--- config.mk ---
export PLATFORM = sky130hd
export DESIGN_NAME = tt_um_alvin_asmar_logic_seq
export DESIGN_NICKNAME = d
export VERILOG_FILES = /design/src/rtl/tt_alvin_pkg.sv /design/src/rtl/tt_alvin_sync_deb.sv /design/src/rtl/tt_um_alvin_asmar_logic_seq.sv
export SDC_FILE = /design/constraint.sdc
export NUM_CORES = 1
export LEC_CHECK = 0
export ABC_AREA = 1
export BUFFER_PORTS_ARGS = -buffer_cell sky130_fd_sc_hd__buf_2
export CORE_MARGIN = 1
export CORE_UTILIZATION = 25
export CTS_BUF_LIST = sky130_fd_sc_hd__clkbuf_8
export DETAILED_ROUTE_END_ITERATION = 10
export PLACE_DENSITY_LB_ADDON = 0.08
export SLEW_MARGIN = 20
export SYNTH_ARGS = -nofsm -noshare
export SYNTH_HDL_FRONTEND = slang
export SYNTH_SLANG_ARGS = --single-unit
--- constraint.sdc ---
create_clock -name clk -period 2.1 [get_ports clk]
set_input_delay 0.21 -clock clk [delete_from_list [all_inputs] [get_ports clk]]
set_output_delay 0.21 -clock clk [all_outputs]
set_load 0.005 [all_outputs]
--- src/rtl/tt_alvin_pkg.sv ---
// Shared constants and helpers for the registered 3-input logic cell.
package tt_alvin_pkg;

  // Output-mode encodings carried on ui_in[7:6]
  localparam logic [1:0] MODE_DIRECT = 2'd0;
  localparam logic [1:0] MODE_STICKY = 2'd1;
  localparam logic [1:0] MODE_TOGGLE = 2'd2;
  localparam logic [1:0] MODE_HOLD   = 2'd3;

  // ui_in field layout: channel c occupies bits [3c+2:3c] as {C,B,A}
  localparam int unsigned CH_BITS      = 3;
  localparam int unsigned BIT_A        = 0;
  localparam int unsigned BIT_B        = 1;
  localparam int unsigned BIT_C        = 2;
  localparam int unsigned UI_MODE_LSB  = 6;
  localparam int unsigned UI_MODE_MSB  = 7;

  // uio layout: bit 0 is the clear input, the rest drive the counter
  localparam int unsigned UIO_CLR_BIT  = 0;
  localparam logic [7:0]  UIO_OE_VAL   = 8'b1111_1110;

  // uo_out fixed positions
  localparam int unsigned UO_RISE_LSB  = 4;
  localparam int unsigned UO_OVF_BIT   = 6;

  // Cell function: x = (A & B) | ~C
  function automatic logic gate_f(input logic a, input logic b, input logic c);
    return (a & b) | ~c;
  endfunction

endpackage

--- src/rtl/tt_alvin_sync_deb.sv ---
// One-bit synchroniser followed by an optional stability filter.
module tt_alvin_sync_deb #(
  parameter int unsigned SYNC_STAGES = 2,
  parameter int unsigned DEB_CYCLES  = 4
) (
  input  logic clk,
  input  logic rst_n,
  input  logic d_in,
  output logic q_out
);

  logic [SYNC_STAGES-1:0] sync_q;
  logic                   sync_bit;

  // Metastability chain; newest sample enters at bit 0
  always_ff @(posedge clk or negedge rst_n) begin
    if (!rst_n) begin
      sync_q <= '0;
    end else begin
      sync_q <= {sync_q[SYNC_STAGES-2:0], d_in};
    end
  end

  assign sync_bit = sync_q[SYNC_STAGES-1];

  generate
    if (DEB_CYCLES == 0) begin : g_bypass
      assign q_out = sync_bit;
    end else begin : g_deb
      localparam int unsigned CW = (DEB_CYCLES > 1) ? $clog2(DEB_CYCLES) : 1;

      logic [CW-1:0] cnt_q;
      logic          deb_q;

      // Accept a new level only after DEB_CYCLES consecutive disagreeing samples
      always_ff @(posedge clk or negedge rst_n) begin
        if (!rst_n) begin
          cnt_q <= '0;
          deb_q <= 1'b0;
        end else if (sync_bit == deb_q) begin
          cnt_q <= '0;
        end else if (cnt_q == CW'(DEB_CYCLES - 1)) begin
          deb_q <= sync_bit;
          cnt_q <= '0;
        end else begin
          cnt_q <= cnt_q + CW'(1);
        end
      end

      assign q_out = deb_q;
    end
  endgenerate

endmodule

--- src/rtl/tt_um_alvin_asmar_logic_seq.sv ---
// Registered, multi-channel (A&B)|~C cell with output modes and event counter.
module tt_um_alvin_asmar_logic_seq
  import tt_alvin_pkg::*;
#(
  parameter int unsigned NCH         = 2,
  parameter int unsigned SYNC_STAGES = 2,
  parameter int unsigned DEB_CYCLES  = 4,
  parameter int unsigned CNT_W       = 7,
  parameter bit          CNT_SAT     = 1'b1
) (
  input  logic [7:0] ui_in,
  output logic [7:0] uo_out,
  input  logic [7:0] uio_in,
  output logic [7:0] uio_out,
  output logic [7:0] uio_oe,
  input  logic       ena,
  input  logic       clk,
  input  logic       rst_n
);

  localparam int unsigned NB = CH_BITS * NCH;
  localparam int unsigned SW = CNT_W + 1;
  localparam logic [CNT_W-1:0] CNT_MAX = '1;

  logic [NB-1:0]    ch_d;
  logic [1:0]       mode_s;
  logic             clr_s;

  logic [NCH-1:0]   f_c;
  logic [NCH-1:0]   rise_c;
  logic [NCH-1:0]   c_bits_c;
  logic [1:0]       inc_c;

  logic [NCH-1:0]   f_prev_q;
  logic [NCH-1:0]   x_q;
  logic [NCH-1:0]   y_q;
  logic [NCH-1:0]   pulse_q;
  logic [CNT_W-1:0] cnt_q;
  logic             ovf_q;

  logic [NCH-1:0]   x_nxt_c;
  logic [NCH-1:0]   y_nxt_c;
  logic [CNT_W-1:0] cnt_nxt_c;
  logic             ovf_nxt_c;
  logic [SW-1:0]    sum_c;

  logic             unused_c;

  // Channel inputs: synchronised and debounced
  for (genvar i = 0; i < NB; i++) begin : g_ch
    tt_alvin_sync_deb #(
      .SYNC_STAGES(SYNC_STAGES),
      .DEB_CYCLES (DEB_CYCLES)
    ) u_sd (
      .clk  (clk),
      .rst_n(rst_n),
      .d_in (ui_in[i]),
      .q_out(ch_d[i])
    );
  end

  // Mode select: synchronised only
  for (genvar m = 0; m < 2; m++) begin : g_mode
    tt_alvin_sync_deb #(
      .SYNC_STAGES(SYNC_STAGES),
      .DEB_CYCLES (0)
    ) u_sd (
      .clk  (clk),
      .rst_n(rst_n),
      .d_in (ui_in[UI_MODE_LSB + m]),
      .q_out(mode_s[m])
    );
  end

  // Clear: synchronised only
  tt_alvin_sync_deb #(
    .SYNC_STAGES(SYNC_STAGES),
    .DEB_CYCLES (0)
  ) u_clr (
    .clk  (clk),
    .rst_n(rst_n),
    .d_in (uio_in[UIO_CLR_BIT]),
    .q_out(clr_s)
  );

  // Per-channel function, rising-edge detect and event popcount
  always_comb begin
    f_c      = '0;
    rise_c   = '0;
    c_bits_c = '0;
    inc_c    = '0;
    for (int unsigned c = 0; c < NCH; c++) begin
      f_c[c]      = gate_f(ch_d[CH_BITS*c + BIT_A],
                           ch_d[CH_BITS*c + BIT_B],
                           ch_d[CH_BITS*c + BIT_C]);
      c_bits_c[c] = ch_d[CH_BITS*c + BIT_C];
      rise_c[c]   = f_c[c] & ~f_prev_q[c];
      inc_c       = inc_c + 2'(rise_c[c]);
    end
  end

  // Next state for output registers and the event counter
  always_comb begin
    x_nxt_c   = x_q;
    y_nxt_c   = y_q;
    cnt_nxt_c = cnt_q;
    ovf_nxt_c = ovf_q;
    sum_c     = {1'b0, cnt_q} + SW'(inc_c);

    for (int unsigned c = 0; c < NCH; c++) begin
      case (mode_s)
        MODE_DIRECT: x_nxt_c[c] = f_c[c];
        MODE_STICKY: x_nxt_c[c] = clr_s ? 1'b0 : (x_q[c] | f_c[c]);
        MODE_TOGGLE: x_nxt_c[c] = x_q[c] ^ rise_c[c];
        default:     x_nxt_c[c] = x_q[c];
      endcase
    end

    if (mode_s != MODE_HOLD) begin
      y_nxt_c = ~c_bits_c;
    end

    // Clear wins over any same-cycle event; the sum's top bit flags overflow
    if (clr_s) begin
      cnt_nxt_c = '0;
      ovf_nxt_c = 1'b0;
    end else if (sum_c[CNT_W]) begin
      ovf_nxt_c = 1'b1;
      cnt_nxt_c = CNT_SAT ? CNT_MAX : sum_c[CNT_W-1:0];
    end else begin
      cnt_nxt_c = sum_c[CNT_W-1:0];
    end
  end

  // State registers; f_prev starts at 1 to match f on all-zero debounced inputs
  always_ff @(posedge clk or negedge rst_n) begin
    if (!rst_n) begin
      f_prev_q <= '1;
      x_q      <= '0;
      y_q      <= '0;
      pulse_q  <= '0;
      cnt_q    <= '0;
      ovf_q    <= 1'b0;
    end else begin
      f_prev_q <= f_c;
      x_q      <= x_nxt_c;
      y_q      <= y_nxt_c;
      pulse_q  <= rise_c;
      cnt_q    <= cnt_nxt_c;
      ovf_q    <= ovf_nxt_c;
    end
  end

  // Pin mapping of registered state
  always_comb begin
    uo_out = '0;
    for (int unsigned c = 0; c < NCH; c++) begin
      uo_out[2*c]             = x_q[c];
      uo_out[2*c + 1]         = y_q[c];
      uo_out[UO_RISE_LSB + c] = pulse_q[c];
    end
    uo_out[UO_OVF_BIT] = ovf_q;
  end

  assign uio_out = 8'({cnt_q, 1'b0});
  assign uio_oe  = UIO_OE_VAL;

  // Pins with no function in this configuration
  assign unused_c = ^{ena, ui_in, uio_in};

endmodule

==> impl_metrics.yaml <==
final_layout:
  area_delta_synth_final_pct: 20.7
  final_nets: 259
  layout-drive-gt1-share_pct: 26.1
  fill_cells: 834
  final_area_um2: 2560
  final_common_cell: "dfrtp_1"
  diodes: 0
  final_cell_mix: "50 x dfrtp_1, 28 x inv_1, 24 x buf_2"
worst_setup_path:
  criticalPathCategory: "reg2reg"
  arrival_ns: 2.08
  worst-path-max-fanout: 3
  required_ns: 2.29
  start_kind: "flop"
  end_kind: "flop"
floorplanning:
  initial_core_util_pct: 25.9
  ios: 43
  die_x_um: 94.2
  dieHeight_um: 94.2
  die-area_um2: 8880
  row_count: 33
  coreArea_um2: 8220
logic_synthesis:
  synthArstFlopShare_pct: 100
  synth_edf_count: 0
  syn_inst: 185
  synth.distinct_cells: 23
  synth_top_cell_area_share_pct: 58.9
  seq_area_frac_synth_pct: 61.3
  syn_avg_cell_area_um2: 11.5
  synthFlopType: "dfrtp_1"
  ys_ff_latch: 52
  yosys_warnings: 0
  yosysTopAreaCell: "dfrtp_1"
  synth_area_leaders: "dfrtp_1 59%, ha_1 5.9%, inv_1 4.9%"
  syn_area_um2: 2130
pwr:
  ir_drop_mv: 0.361
  leakage_uw: 0.00129
  powerDensity_nw_per_um2: 1080
detailed_routing:
  ant_nets: 0
  via_count: 1265
  routed_via_density: 3.78
  drtPass1Iterations: 4
  postRouteWirelength_um: 3350
  drc: 0
  dr.first_iter.drc_count: 25
  wire_per_inst_um: 10.0
clock_tree:
  cts-root-buf: "clkbuf_8"
  cts_tree: "built"
  cts_buffers: 5
  cts.sinks: 52
  clk_latency_ns: 0.30
  htree_num_levels: 2
  clkTransAtPathRegs_ns: 0.09
  cts_max_path_buffers: 2
global_routing:
  grt_pass1_vias: 1277
  grt_most_used_layer: "met2"
  use_met1_pct: 11.6
  grt_pass1_wl_um: 6020
  antenna_found_initial: 0
  grt_max_degree: 26
  grt_util_all_layers_pct: 8.88
  grtUsageMet2_pct: 13.7
  grt-ovfl-total: 0
  met3_usage_pct: 2.67
outcome:
  status: "finished clean"
placed_design:
  io_buffers: 24
  placed_area_um2: 2370
  dp_hpwl_um: 2460
  finalWeightedCongestion: 0.696
timing:
  rsz0062_at_grt: "no"
  slew_violations: 0
  fin_crit_ns: 1.89
  fin_setup_tns_ns: 0
  timing.fmax_mhz: 528
  skew_ns: 0.00665
  finalCritPeriodShare_pct: 90.1
  hold_viol_final: 0
  finalSetupViolations: 0
flow_run:
  cap_violations: 0
min_path:
  hold_path.class: "in2reg"
metal layers:
| layer | part of all wire (%) | wire length [um] |
|---|---|---|
| met1 | 49 | 1650 |
| met3 | 4.8 | 160 |
| met4 | 1.6 | 54 |
| met2 | 44 | 1490 |
| met5 | 0 | 0 |
cell families after synthesis:
kind of cell    after synthesis  share of synthesized area [%]
compound gates               14                           3.30
buf+inv                      39                           8.83
xor+xnor                      8                           3.30
flops                        52                           61.3
mux                           6                           3.18
simple gates                 53                           12.9
other cells                   2                          0.353
fa+ha+maj                    11                           6.83
cells in the mapped netlist (5+ instances only):
library cell / number
nand3_1: 8
buf_4: 11
nand2_2: 5
mux2_2: 6
ha_1: 10
nand2_1: 17
xnor2_1: 7
a21oi_1: 8
nor3_1: 7
inv_1: 28
dfrtp_1: 50
o21ai_0: 6
nor2_1: 9
critical path: stages, from the launching register on:
cell and delay (ns):
dfrtp_1 0.40, nand2_1 0.11, nand2_2 0.12, nand2_4 0.07, fa_2 0.36, inv_1 0.09, ha_1 0.19, nand3_1 0.13
nor2_2 0.14, nand3_1 0.08, nand2_1 0.07, nor2_2 0.03
timing repair:
item | CTS | global route
resized for setup | 0 | 2
hold buffers | 6 | 3
endpoints found under the hold margin | 14 | 3
setup buffers | 0 | 1
endpoints found under the setup margin | 0 | 1
where the power goes:
part / total [uW] / internal [uW] / switching, uW
Combinational: 790 / 393 / 397
Clock: 578 / 264 / 314
Sequential: 1400 / 1260 / 139
Total: 2770 / 1920 / 851
worst paths after layout:
path                                                          to  cells past startpoint                             start  slack (ns)
worst min-delay path                   u_clr.sync_q[0]$_DFF_PN0_                      1                         uio_in[0]        0.03
min in group asynchronous       g_ch[4].u_sd.sync_q[0]$_DFF_PN0_                      2                             rst_n        0.30
worst max-delay path                          cnt_q[6]$_DFF_PN0_                     11    g_ch[3].u_sd.q_out$_DFFE_PN0P_        0.21
worst max register to register                cnt_q[6]$_DFF_PN0_                     11    g_ch[3].u_sd.q_out$_DFFE_PN0P_        0.21
worst min register to register  g_ch[5].u_sd.sync_q[1]$_DFF_PN0_                      0  g_ch[5].u_sd.sync_q[0]$_DFF_PN0_        0.35
max in group asynchronous                  f_prev_q[0]$_DFF_PN1_                      3                             rst_n        1.16
metrics by stage:
step | total power (uW) | utilization, % | cells | hold slack, ns | setup WS (ns)
final | 2770 | 31.2 | 335 | 0.0335 | 0.207
after global routing | 3030 | 31.2 | 335 | 0.0236 | 0.0408
after CTS | 2820 | 30.7 | 331 | 0.00120 | 0.0712
after detailed placement | 2210 | 28.8 | 317 | 0.103 | 0.0998
after global placement | 2210 | 28.8 | 317 | 0.0948 | 0.0853
after floorplan | 1940 | - | 193 | -0.0856 | 0.324
sequential cells by signal, indices dropped and copies added, names as in the netlist:
| register | cells |
|---|---|
| y_q | 2 |
| cnt_q | 7 |
| x_q | 2 |
| g_mode.u_sd.sync_q | 4 |
| pulse_q | 2 |
| ovf_q | 1 |
| g_ch.u_sd.sync_q | 12 |
| u_clr.sync_q | 2 |
| g_ch.u_sd.g_deb.cnt_q | 12 |
| f_prev_q | 2 |
| g_ch.u_sd.q_out | 6 |
layout make-up:
| cell class | instances | area, um^2 | share of cell area [%] |
|---|---|---|---|
| well taps | 105 | 131 | 5.12 |
| inverters | 28 | 105 | 4.10 |
| clock inverters | 2 | 10.0 | 0.390 |
| multi-input cells | 102 | 669 | 26.1 |
| clock buffers | 6 | 82.6 | 3.22 |
| repair buffers | 40 | 263 | 10.2 |
| flip-flops and latches | 52 | 1300 | 50.8 |
(Power assumes the default switching activity.)
